**config.mk**
```make
export PLATFORM = sky130hd
export DESIGN_NAME = toggle_cover_detect
export DESIGN_NICKNAME = d
export VERILOG_FILES = /design/src/rtl/toggle_cover_pkg.sv /design/src/rtl/toggle_cover_detect_popcount.sv /design/src/rtl/toggle_cover_detect.sv
export SDC_FILE = /design/constraint.sdc
export NUM_CORES = 1
export LEC_CHECK = 0
export CELL_PAD_IN_SITES_DETAIL_PLACEMENT = 1
export CELL_PAD_IN_SITES_GLOBAL_PLACEMENT = 2
export CORE_ASPECT_RATIO = 2
export CORE_MARGIN = 5
export CORE_UTILIZATION = 25
export CTS_BUF_LIST = sky130_fd_sc_hd__clkbuf_4
export DETAILED_ROUTE_END_ITERATION = 8
export GPL_TIMING_DRIVEN = 0
export HOLD_SLACK_MARGIN = 0.03
export PLACE_DENSITY_LB_ADDON = 0.05
export REMOVE_ABC_BUFFERS = 1
export SLEW_MARGIN = 0
export SYNTH_ARGS = -nofsm -noshare
export SYNTH_HDL_FRONTEND = slang
export SYNTH_SLANG_ARGS = --single-unit
```
**constraint.sdc**
```tcl
create_clock -name gbl_clk -period 14.2 [get_ports gbl_clk]
set_input_delay 4.26 -clock gbl_clk [delete_from_list [all_inputs] [get_ports gbl_clk]]
set_output_delay 4.26 -clock gbl_clk [all_outputs]
set_load 0.05 [all_outputs]
```
**src/rtl/toggle_cover_pkg.sv**
```systemverilog
// Shared definitions for the toggle coverage detector: FSM states and the default
// number of monitored bits.
package toggle_cover_pkg;

    localparam int COVER_TOTAL = 29;

    typedef enum logic [1:0] {
        ARM  = 2'd0,
        RUN  = 2'd1,
        DONE = 2'd2
    } cover_state_e;

endpackage

```
**src/rtl/toggle_cover_detect_popcount.sv**
```systemverilog
// Counts the set bits of a vector, for the covered-bit counter increment.
// Purely combinational; no flow control.
module toggle_popcount #(
    parameter int WIDTH = 29,
    parameter int CNT_W = $clog2(WIDTH + 1)
) (
    input  logic [WIDTH-1:0] vec_i,
    output logic [CNT_W-1:0] cnt_o
);

    always_comb begin
        cnt_o = '0;
        for (int i = 0; i < WIDTH; i++) begin
            cnt_o = cnt_o + CNT_W'(vec_i[i]);
        end
    end

endmodule

```
**src/rtl/toggle_cover_detect.sv**
```systemverilog
// Per-bit toggle coverage: pulses valid once per bit on its first full rise+fall
// and counts the covered bits. The pulse is registered one cycle after the sample; there is no backpressure.
module toggle_cover_detect
    import toggle_cover_pkg::*;
#(
    parameter int WIDTH = COVER_TOTAL,
    parameter int CNT_W = $clog2(WIDTH + 1)
) (
    input  logic             gbl_clk,
    input  logic             reset,
    input  logic             en,
    input  logic             clr,
    input  logic [WIDTH-1:0] sig,
    output logic [WIDTH-1:0] valid,
    output logic [CNT_W-1:0] covered_cnt,
    output logic             all_covered
);

    localparam logic [CNT_W-1:0] FULL_CNT = CNT_W'(WIDTH);

    cover_state_e     state_q, state_d;
    logic [WIDTH-1:0] prev_q, prev_d;
    logic [WIDTH-1:0] seen_rise_q, seen_rise_d;
    logic [WIDTH-1:0] seen_fall_q, seen_fall_d;
    logic [WIDTH-1:0] valid_q, valid_d;
    logic [CNT_W-1:0] cnt_q, cnt_d;

    logic [WIDTH-1:0] rise, fall;
    logic [WIDTH-1:0] seen_rise_nxt, seen_fall_nxt;
    logic [WIDTH-1:0] complete_q, complete_nxt, newly;
    logic [CNT_W-1:0] newly_cnt, cnt_sum;

    assign rise          = ~prev_q & sig;
    assign fall          = prev_q & ~sig;
    assign seen_rise_nxt = seen_rise_q | rise;
    assign seen_fall_nxt = seen_fall_q | fall;
    assign complete_q    = seen_rise_q & seen_fall_q;
    assign complete_nxt  = seen_rise_nxt & seen_fall_nxt;
    assign newly         = complete_nxt & ~complete_q;

    toggle_popcount #(
        .WIDTH (WIDTH),
        .CNT_W (CNT_W)
    ) u_popcount (
        .vec_i (newly),
        .cnt_o (newly_cnt)
    );

    // Cannot exceed WIDTH: newly only covers bits not already counted.
    assign cnt_sum = cnt_q + newly_cnt;

    always_comb begin
        state_d     = state_q;
        prev_d      = prev_q;
        seen_rise_d = seen_rise_q;
        seen_fall_d = seen_fall_q;
        valid_d     = '0;
        cnt_d       = cnt_q;

        if (clr) begin
            // The sample presented with clr is dropped; ARM recaptures prev on the next en.
            seen_rise_d = '0;
            seen_fall_d = '0;
            cnt_d       = '0;
            state_d     = ARM;
        end else begin
            unique case (state_q)
                ARM: begin
                    if (en) begin
                        prev_d  = sig;
                        state_d = RUN;
                    end
                end
                RUN: begin
                    if (en) begin
                        prev_d      = sig;
                        seen_rise_d = seen_rise_nxt;
                        seen_fall_d = seen_fall_nxt;
                        valid_d     = newly;
                        cnt_d       = cnt_sum;
                        if (cnt_sum == FULL_CNT) begin
                            state_d = DONE;
                        end
                    end
                end
                DONE: begin
                end
                default: begin
                    state_d = ARM;
                end
            endcase
        end
    end

    always_ff @(posedge gbl_clk) begin
        if (!reset) begin
            state_q     <= ARM;
            prev_q      <= '0;
            seen_rise_q <= '0;
            seen_fall_q <= '0;
            valid_q     <= '0;
            cnt_q       <= '0;
        end else begin
            state_q     <= state_d;
            prev_q      <= prev_d;
            seen_rise_q <= seen_rise_d;
            seen_fall_q <= seen_fall_d;
            valid_q     <= valid_d;
            cnt_q       <= cnt_d;
        end
    end

    assign valid       = valid_q;
    assign covered_cnt = cnt_q;
    assign all_covered = (cnt_q == FULL_CNT);

endmodule

```
Yosys cells after proc, flatten, opt, wreduce, memory -nomap -nowiden:

Cells that the tools add are included.

* register bits: 123
* word-level logic and storage cells: 68

* add/sub/neg operators: 29
* equal/unequal tests: 7
* multiplexer cells: 4
* bitwise operators: 15
* reduce and logical (&&, ||, !) cells: 7

Operators by type and width (number)
* AND 29 bit: 5
* adder 5 x 1 -> 5 bit: 27
* inverter 29 bit: 3
* bitwise OR 29 bit: 2
* equality test 5 bit (second input constant): 2
* two-way mux 2 bit: 3
* inequality test 2 bit (second input constant): 3
* case mux 2 bit (3 select lines): 1
* adder 5 bit: 1
* inverter 1 bit: 5
* AND reduction 4 bit: 1
* OR reduction 2 bit: 2
* OR reduction 4 bit: 1
* AND reduction 3 bit: 1
* adder 1 x 1 -> 2 bit: 1
* equality test 2 x 1 -> 1 bit (second input constant): 1
* equality test 2 bit (second input constant): 1
* logical NOT 2 bit: 1
* AND reduction 2 bit: 1

Logic depth before layout (Yosys ltp):

Gate-level depths: netlist of run 1.

* depth after elaboration: 38
* depth in mapped cells: 20
* depth with buffers taken out: 20

Hierarchy:

Synthesis of run 1 repeated with hierarchy kept, for this count alone.

* cell total of the unflattened synthesis: 655
* area, all modules: 5536.6 um^2

Modules (own cells, without submodules)
* toggle_cover_detect: instances 1, cells each 590, area an instance 4863.4 um^2
* toggle_popcount: instances 1, cells each 65, area an instance 673.1 um^2

Least setup slack after synthesis of run 1:

No wires, ideal clock.

* path type: input to register
* from: input port sig[0]
* to: register state_q[1]
* library setup time: 92 ps
* data arrival time: 9532 ps
* required time: 14108 ps
* path slack: 4576 ps
* cell stages on the path: 17
* path buffers: 0
* path through: inv_1 -> or4_1 -> nand2_1 -> ha_1 -> inv_1 -> fa_1 -> fa_1 -> fa_1 -> fa_1 -> fa_1 -> fa_1 -> fa_1 -> inv_1 -> fa_1 -> nor3_1 -> or4b_1 -> o32ai_1

* word-level cells in the longest chain between the ends: 37
* elaborated cells between the ends (all ways): 39

RTL lines
* from (decl): RTL line toggle_cover_detect.sv:13 `input logic [WIDTH-1:0] sig,`
* inverter 29 bit: RTL line toggle_cover_detect.sv:34 `assign fall = prev_q & ~sig;`
* AND 29 bit: RTL line toggle_cover_detect.sv:34
* bitwise OR 29 bit: RTL line toggle_cover_detect.sv:36 `assign seen_fall_nxt = seen_fall_q | fall;`
* AND 29 bit (*): RTL line toggle_cover_detect.sv:38 `assign complete_nxt = seen_rise_nxt & seen_fall_nxt;`
* AND 29 bit (*): RTL line toggle_cover_detect.sv:39 `assign newly = complete_nxt & ~complete_q;`
* via newly[0]: RTL line toggle_cover_detect.sv:30 `logic [WIDTH-1:0] complete_q, complete_nxt, newly;`
* adder 1 x 1 -> 2 bit (*): RTL line toggle_cover_detect_popcount.sv:14 `cnt_o = cnt_o + CNT_W'(vec_i[i]);`
* adder 5 x 1 -> 5 bit (*) (27 in a row): RTL line toggle_cover_detect_popcount.sv:14
* adder 5 bit (*): RTL line toggle_cover_detect.sv:50 `assign cnt_sum = cnt_q + newly_cnt;`
* via cnt_sum[1]: RTL line toggle_cover_detect.sv:31 `logic [CNT_W-1:0] newly_cnt, cnt_sum;`
* equality test 5 bit (*): RTL line toggle_cover_detect.sv:81 `if (cnt_sum == FULL_CNT) begin`
* inequality test 2 bit (no line) (*)
* AND reduction 4 bit (no line) (*)
* to (signal assigned): RTL line toggle_cover_detect.sv:104 `state_q <= state_d;`
* to (decl): RTL line toggle_cover_detect.sv:21 `cover_state_e state_q, state_d;`

Mark *: on every way through the listed nets, which the timed path passes. The rest lies on a longest branch.
A chain may end at the register's enable or synchronous reset.

Worst setup path in the final report of run 1:

* from: input port sig[1]
* to: register state_q[1]

Same word-level chain as after synthesis.

==> qor.yml, run 1 <==
status:
  outcome: "complete, no violations"
finish:
  fin_cells: 980
  syn_to_final_growth_pct: 22.7
  fin_nets: 762
  drive_gt1_frac: 0.0496
  final_cell_mix: "123 x dfxtp_1, 113 x nor2_1, 82 x inv_1"
  layout.cells.most_common: "dfxtp_1"
  register_area_mm2: 0.00246
  multiInputGateArea_mm2: 0.00254
  fillers: 2543
  utilization: 0.310
pwr:
  p_sw_frac: 0.255
  p_int_mw: 0.472
  pwr-share-clk: 0.377
  powerDensity_mw_per_mm2: 95.7
  sequentialPowerShare: 0.557
  power_frac_comb: 0.066
  leakagePower_nw: 2.33
  p_sw_mw: 0.162
  vdd_drop_max_mv: 0.0475
  power_mw: 0.634
placed_design:
  dp_cells: 947
  hpwl_mm: 11.2
  routabilityCongestion: 0.711
  pre_cts_slack_ns: 3.49
  port_buffers: 67
yosys:
  synth-async-reset-ratio: 0
  synth_area_per_cell_um2: 8.57
  netlist_area_mm2: 0.00540
  ys_warn_count: 0
  netlist-cell-type-count: 36
  synth-edff-count: 0
  postSynthCellCount: 630
  synth_seq_cells: 123
  ys.flop_type: "dfxtp_1"
  synth-seq-area-share: 0.456
die:
  coreArea_mm2: 0.0214
  dieHeight_um: 218
  die_x_um: 114
  start_util: 0.252
  dieArea_mm2: 0.0248
  io_pins: 68
  rows: 76
timing:
  tns_ns: 0
  fmax_mhz: 99.4
  rsz0062_at_grt: "false"
  period_share: 0.709
  relSlewSlack: 0.434
  setup_ws_ns: 4.14
  setup_violations: 0
  hold_viol_final: 0
  period_needed_ns: 10.06
  slew_violations: 0
  worst_pin_slew_ns: 0.846
  skew_ns: 0.0112
clock_network:
  cts_hold_buffers: 0
  clock_path_buffers: 2
  cts_resized: 0
  h-tree-depth: 4
  cts_setup_buffers: 0
  tritoncts: "yes"
  clk_pin_slew_ns: 0.10
  cts.sinks: 123
  cts_buffers: 17
  root_buffer: "clkbuf_4"
  insertion_delay_ns: 0.57
global_route:
  grt_overflow: 0
  grt_pass1_wl_mm: 25.6
  grt_start_max_net_pins: 64
  antenna_found_initial: 1
  grt_usage: 0.136
  grt_pass1_vias: 4973
routing:
  vias: 4548
  drc: 0
  post_drt_wl_per_cell_um: 16.3
  vias_per_cell: 4.64
  postRouteAntennaNets: 0
  drt_iter0_markers: 113
  drt-pass1-iter-count: 4
  finalWirelength_mm: 16.0
setup_path:
  cpPeakStageDelay_ns: 0.53
  worstSetupPathType: "input port to register"
  crit_chain: "clkdlybuf4s50_1 > inv_1 > or4_1 > nand2_1 > ha_1 > inv_1 > fa_1 > fa_1 > fa_1 > fa_1 > fa_1 > fa_1 > fa_1 > inv_1 > fa_1 > nor3_1 > or4b_1 > o32ai_1"
  end_kind: "register"
  cp_data_arrival_time_ns: 10.52
  required_ns: 14.66
  worstReg2RegStart: "seen_fall_q[0]$_SDFFE_PP0P_"
  crit_path_start_kind: "input port"
  cp_max_fo: 4
  reg2reg_depth: 17
  cp_slowest_cell: "clkdlybuf4s50_1"
  crit_top_cell: "fa_1"
  crit_path_start: "sig[1]"
worst_hold_path:
  min_from: "state_q[1]$_SDFFE_PP0P_"
  hold_class: "register to register"
  holdPathStages: 1
job:
  maxCapViolations: 0
==> path summary, 6_finish.rpt <==
path	to	slack [ns]
worst max-delay path	state_q[1]$_SDFFE_PP0P_	4.14
worst min-delay path	state_q[0]$_SDFFE_PP0P_	0.45
worst max register to register	state_q[1]$_SDFFE_PP0P_	8.01
worst min register to register	state_q[0]$_SDFFE_PP0P_	0.45
==> layout make-up <==
class	count	share of cell area
antenna	1	0.000378
clock buffer	20	0.0227
clock inverter	12	0.0159
inverter	83	0.0470
multi-input combinational	399	0.383
sequential	123	0.372
tap	273	0.0515
timing repair buffer	69	0.108
==> power by group through the flow <==
stage	Clock [mW]	Sequential, mW	Combinational (mW)
6_report	0.239	0.353	0.0416
4_1_cts	0.259	0.354	0.0428
3_5_place_dp	0	0.361	0.0426
5_1_grt	0.269	0.354	0.0462
3_3_place_gp	0	0.361	0.0402
2_1_floorplan	0	0.361	0.0180
==> cell families (layout without fill, tap and decap cells) <==
family	count (synthesis)	after routing	synth area share
xor gates and xnor gates	5	5	0.0107
AOI/OAI and AO/OA	127	127	0.146
DFF	123	123	0.456
adders and majority gates	36	36	0.114
buffers and inverters	108	184	0.0762
and+or+nand+nor	231	231	0.197
other	0	1	0
==> stage by stage <==
| step | area [um2] | hold slack, ns |
|---|---|---|
| detailed placement | 6370 | 0.447 |
| CTS | 6620 | 0.464 |
| floorplan | 5300 | 0.421 |
| global placement | 6310 | 0.436 |
| global route | 6630 | 0.475 |
| finish | 6630 | 0.453 |
==> critical path: cells and delay by family <==
kind	cells	cell delay, ns
adders and majority gates	9	3.91
buffers and inverters	4	0.77
AOI/OAI and AO/OA	1	0.14
and+or+nand+nor	4	1.43
==> synth_stat cells (2+ instances only) <==
cell	n	area share
nor4b_1	24	0.039
ha_1	14	0.032
nor3_1	2	0.0019
clkbuf_1	21	0.015
o21ai_0	2	0.0019
buf_2	2	0.0019
a211oi_1	2	0.0028
and3_1	2	0.0023
or4_1	2	0.0028
nand2_1	68	0.047
fa_1	22	0.082
a21boi_0	29	0.040
inv_1	82	0.057
nor4_1	2	0.0023
dfxtp_1	123	0.46
xnor2_1	4	0.0065
nand3_1	4	0.0037
nor2b_1	2	0.0023
nand4b_1	3	0.0049
a21oi_1	37	0.034
nand4_1	2	0.0023
a31oi_1	53	0.061
nand3b_1	3	0.0042
nor2_1	113	0.079
==> sequential cells by signal, indices dropped and copies added (netlist names) <==
signal / flops
seen_fall_q: 29
covered_cnt: 5
seen_rise_q: 29
state_q: 2
prev_q: 29
valid: 29
==> per-layer routing <==
layer	track usage	part of all wire	vias up
met5	0	0	-
met4	0.0583	0.025	0
met3	0.0414	0.036	19
met2	0.258	0.56	78
met1	0.133	0.38	2236
li1	-	-	2215
No activity file was read; power rests on OpenSTA's default activity.
==> run 2: changes to the inputs <==
==> constraint.sdc (replaced) <==
create_clock -name gbl_clk -period 8.35 [get_ports gbl_clk]
set_input_delay 2.505 -clock gbl_clk [delete_from_list [all_inputs] [get_ports gbl_clk]]
set_output_delay 2.505 -clock gbl_clk [all_outputs]
set_load 0.05 [all_outputs]
==> qor.yml, run 2 (synthesized netlist as in run 1, its figures left out) <==
finish:
  fin_nets: 763  # +0.13%
  utilization: 0.310  # +0.000701
  layout.cells.most_common: "dfxtp_1"
  final_cell_mix: "123 x dfxtp_1, 113 x nor2_1, 82 x inv_1"
  syn_to_final_growth_pct: 23.0
  drive_gt1_frac: 0.0537  # +0.00417
clock_network:
  cts_hold_buffers: 0  # unchanged
  tritoncts: "yes"
  cts.sinks: 123  # unchanged
  clock_path_buffers: 2  # unchanged
  h-tree-depth: 4  # unchanged
  cts_buffers: 17  # unchanged
  insertion_delay_ns: 0.57  # about the same
  root_buffer: "clkbuf_4"
  clk_pin_slew_ns: 0.10  # about the same
global_route:
  grt_overflow: 0  # unchanged
  antenna_found_initial: 1  # unchanged
  grt_usage: 0.136  # unchanged
  grt_pass1_vias: 4973  # unchanged
  grt_start_max_net_pins: 64  # unchanged
  grt_pass1_wl_mm: 25.6  # unchanged
setup_path:
  crit_family: "adder cells"
  cpPeakStageDelay_ns: 0.53  # about the same
  crit_path_start_kind: "input port"
  crit_top_cell: "fa_1"
  required_ns: 8.81  # -5.85 ns
  cp_data_arrival_time_ns: 8.66  # -1.86 ns
  crit_chain: "clkdlybuf4s50_1 > inv_1 > or4_1 > nand2_1 > ha_1 > inv_1 > fa_1 > fa_1 > fa_1 > fa_1 > fa_1 > fa_1 > fa_1 > inv_1 > fa_1 > nor3_2 > or4b_1 > o32ai_1"
  worstSetupPathType: "input port to register"
  cp_slowest_cell: "clkdlybuf4s50_1"
  path_buf_inv: 4  # unchanged
  cp_max_fo: 4  # unchanged
  end_kind: "register"
timing:
  hold_viol_final: 0  # unchanged
  rsz0062_at_grt: "false"
  relSlewSlack: 0.435  # +0.00125
  tns_ns: 0  # unchanged
  setup_violations: 0  # unchanged
  fmax_mhz: 122
  period_needed_ns: 8.20
  period_share: 0.982
  holdWs_ns: 0.453  # -0.0000230 ns
  worst_pin_slew_ns: 0.845  # -0.00187 ns
  skew_ns: 0.0111  # -0.0000319 ns
  slew_violations: 0  # unchanged
job:
  maxCapViolations: 0  # unchanged
die:
  coreArea_mm2: 0.0214  # unchanged
  io_pins: 68  # unchanged
  dieArea_mm2: 0.0248  # unchanged
  die_x_um: 114  # unchanged
  dieHeight_um: 218  # unchanged
  rows: 76  # unchanged
  start_util: 0.252  # unchanged
routing:
  postRouteAntennaNets: 0  # unchanged
  drc: 0  # unchanged
  highest_layer: "met4"
  drt_iter0_markers: 103  # -8.8%
  vias_per_cell: 4.64  # about the same
  drt-pass1-iter-count: 4  # unchanged
  post_drt_wl_per_cell_um: 16.3  # -0.11%
  drt-met1-wl_mm: 6.07  # -0.18%
  dr_wl_met3_um: 591  # +2.4%
  finalWirelength_mm: 16.0  # about the same
  met2_length_mm: 8.92  # about the same
  vias: 4551  # +0.066%
pwr:
  power_mw: 1.08  # +70%
  powerDensity_mw_per_mm2: 162  # +70%
  leakagePower_nw: 2.34  # +0.23%
  vdd_drop_max_mv: 0.0808  # +70%
status:
  outcome: "complete, no violations"
placed_design:
  port_buffers: 67  # unchanged
  hpwl_mm: 11.2  # unchanged
  routabilityCongestion: 0.711  # unchanged
worst_hold_path:
  hold_class: "register to register"
[run 2: where the power goes]
group | total [mW] | internal, mW | switching, mW
registers | 0.601 | 0.595 | 0.00635
logic | 0.0708 | 0.0286 | 0.0421
clock network | 0.406 | 0.180 | 0.227
total | 1.08 | 0.803 | 0.275
[run 2: worst paths after layout]
path | end | start | slack, ns | depth (start not counted)
max | state_q[1]$_SDFFE_PP0P_ | sig[1] | 0.15 | 18
min | state_q[0]$_SDFFE_PP0P_ | state_q[1]$_SDFFE_PP0P_ | 0.45 | 1
max reg2reg | state_q[1]$_SDFFE_PP0P_ | prev_q[0]$_SDFFE_PN0P_ | 2.29 | 16
min reg2reg | state_q[0]$_SDFFE_PP0P_ | state_q[1]$_SDFFE_PP0P_ | 0.45 | 1
[run 2: worst register-to-register path: cells and delay by family (launching register included)]
kind / cells / cell delay, ns
fa+ha+maj: 9 / 3.94
simple gates: 4 / 1.38
flops: 1 / 0.36
buf+inv: 2 / 0.15
compound gates: 1 / 0.14
[run 2: layout make-up]
class	instances	area, um2
repair buffers	70	721
clock inverters	12	105
inverters	83	312
clock buffers	20	150
multi-input cells	399	2550
fillers	2543	14800
well taps	273	342
diodes	1	2.50
flip-flops and latches	123	2460
[run 2: timing repair]
action	CTS	global route
hold endpoints to repair	0	0
buffers inserted	0	1
setup endpoints to repair	0	1
resized for setup	0	2
[run 2: stage by stage]
step / setup slack (ns) / cells / cell area (um2)
after global placement: -0.593 / 945 / 6310
final: 0.150 / 981 / 6640
after floorplan: 0.457 / 605 / 5300
after CTS: 0.0595 / 979 / 6620
after global routing: 0.00769 / 981 / 6640
after detailed placement: -0.607 / 947 / 6370
[run 2: routing by layer]
metal,track usage,up-vias
met2,0.258,80
met3,0.0414,19
met4,0.0583,0
met5,0,-
li1,-,2217
met1,0.133,2235
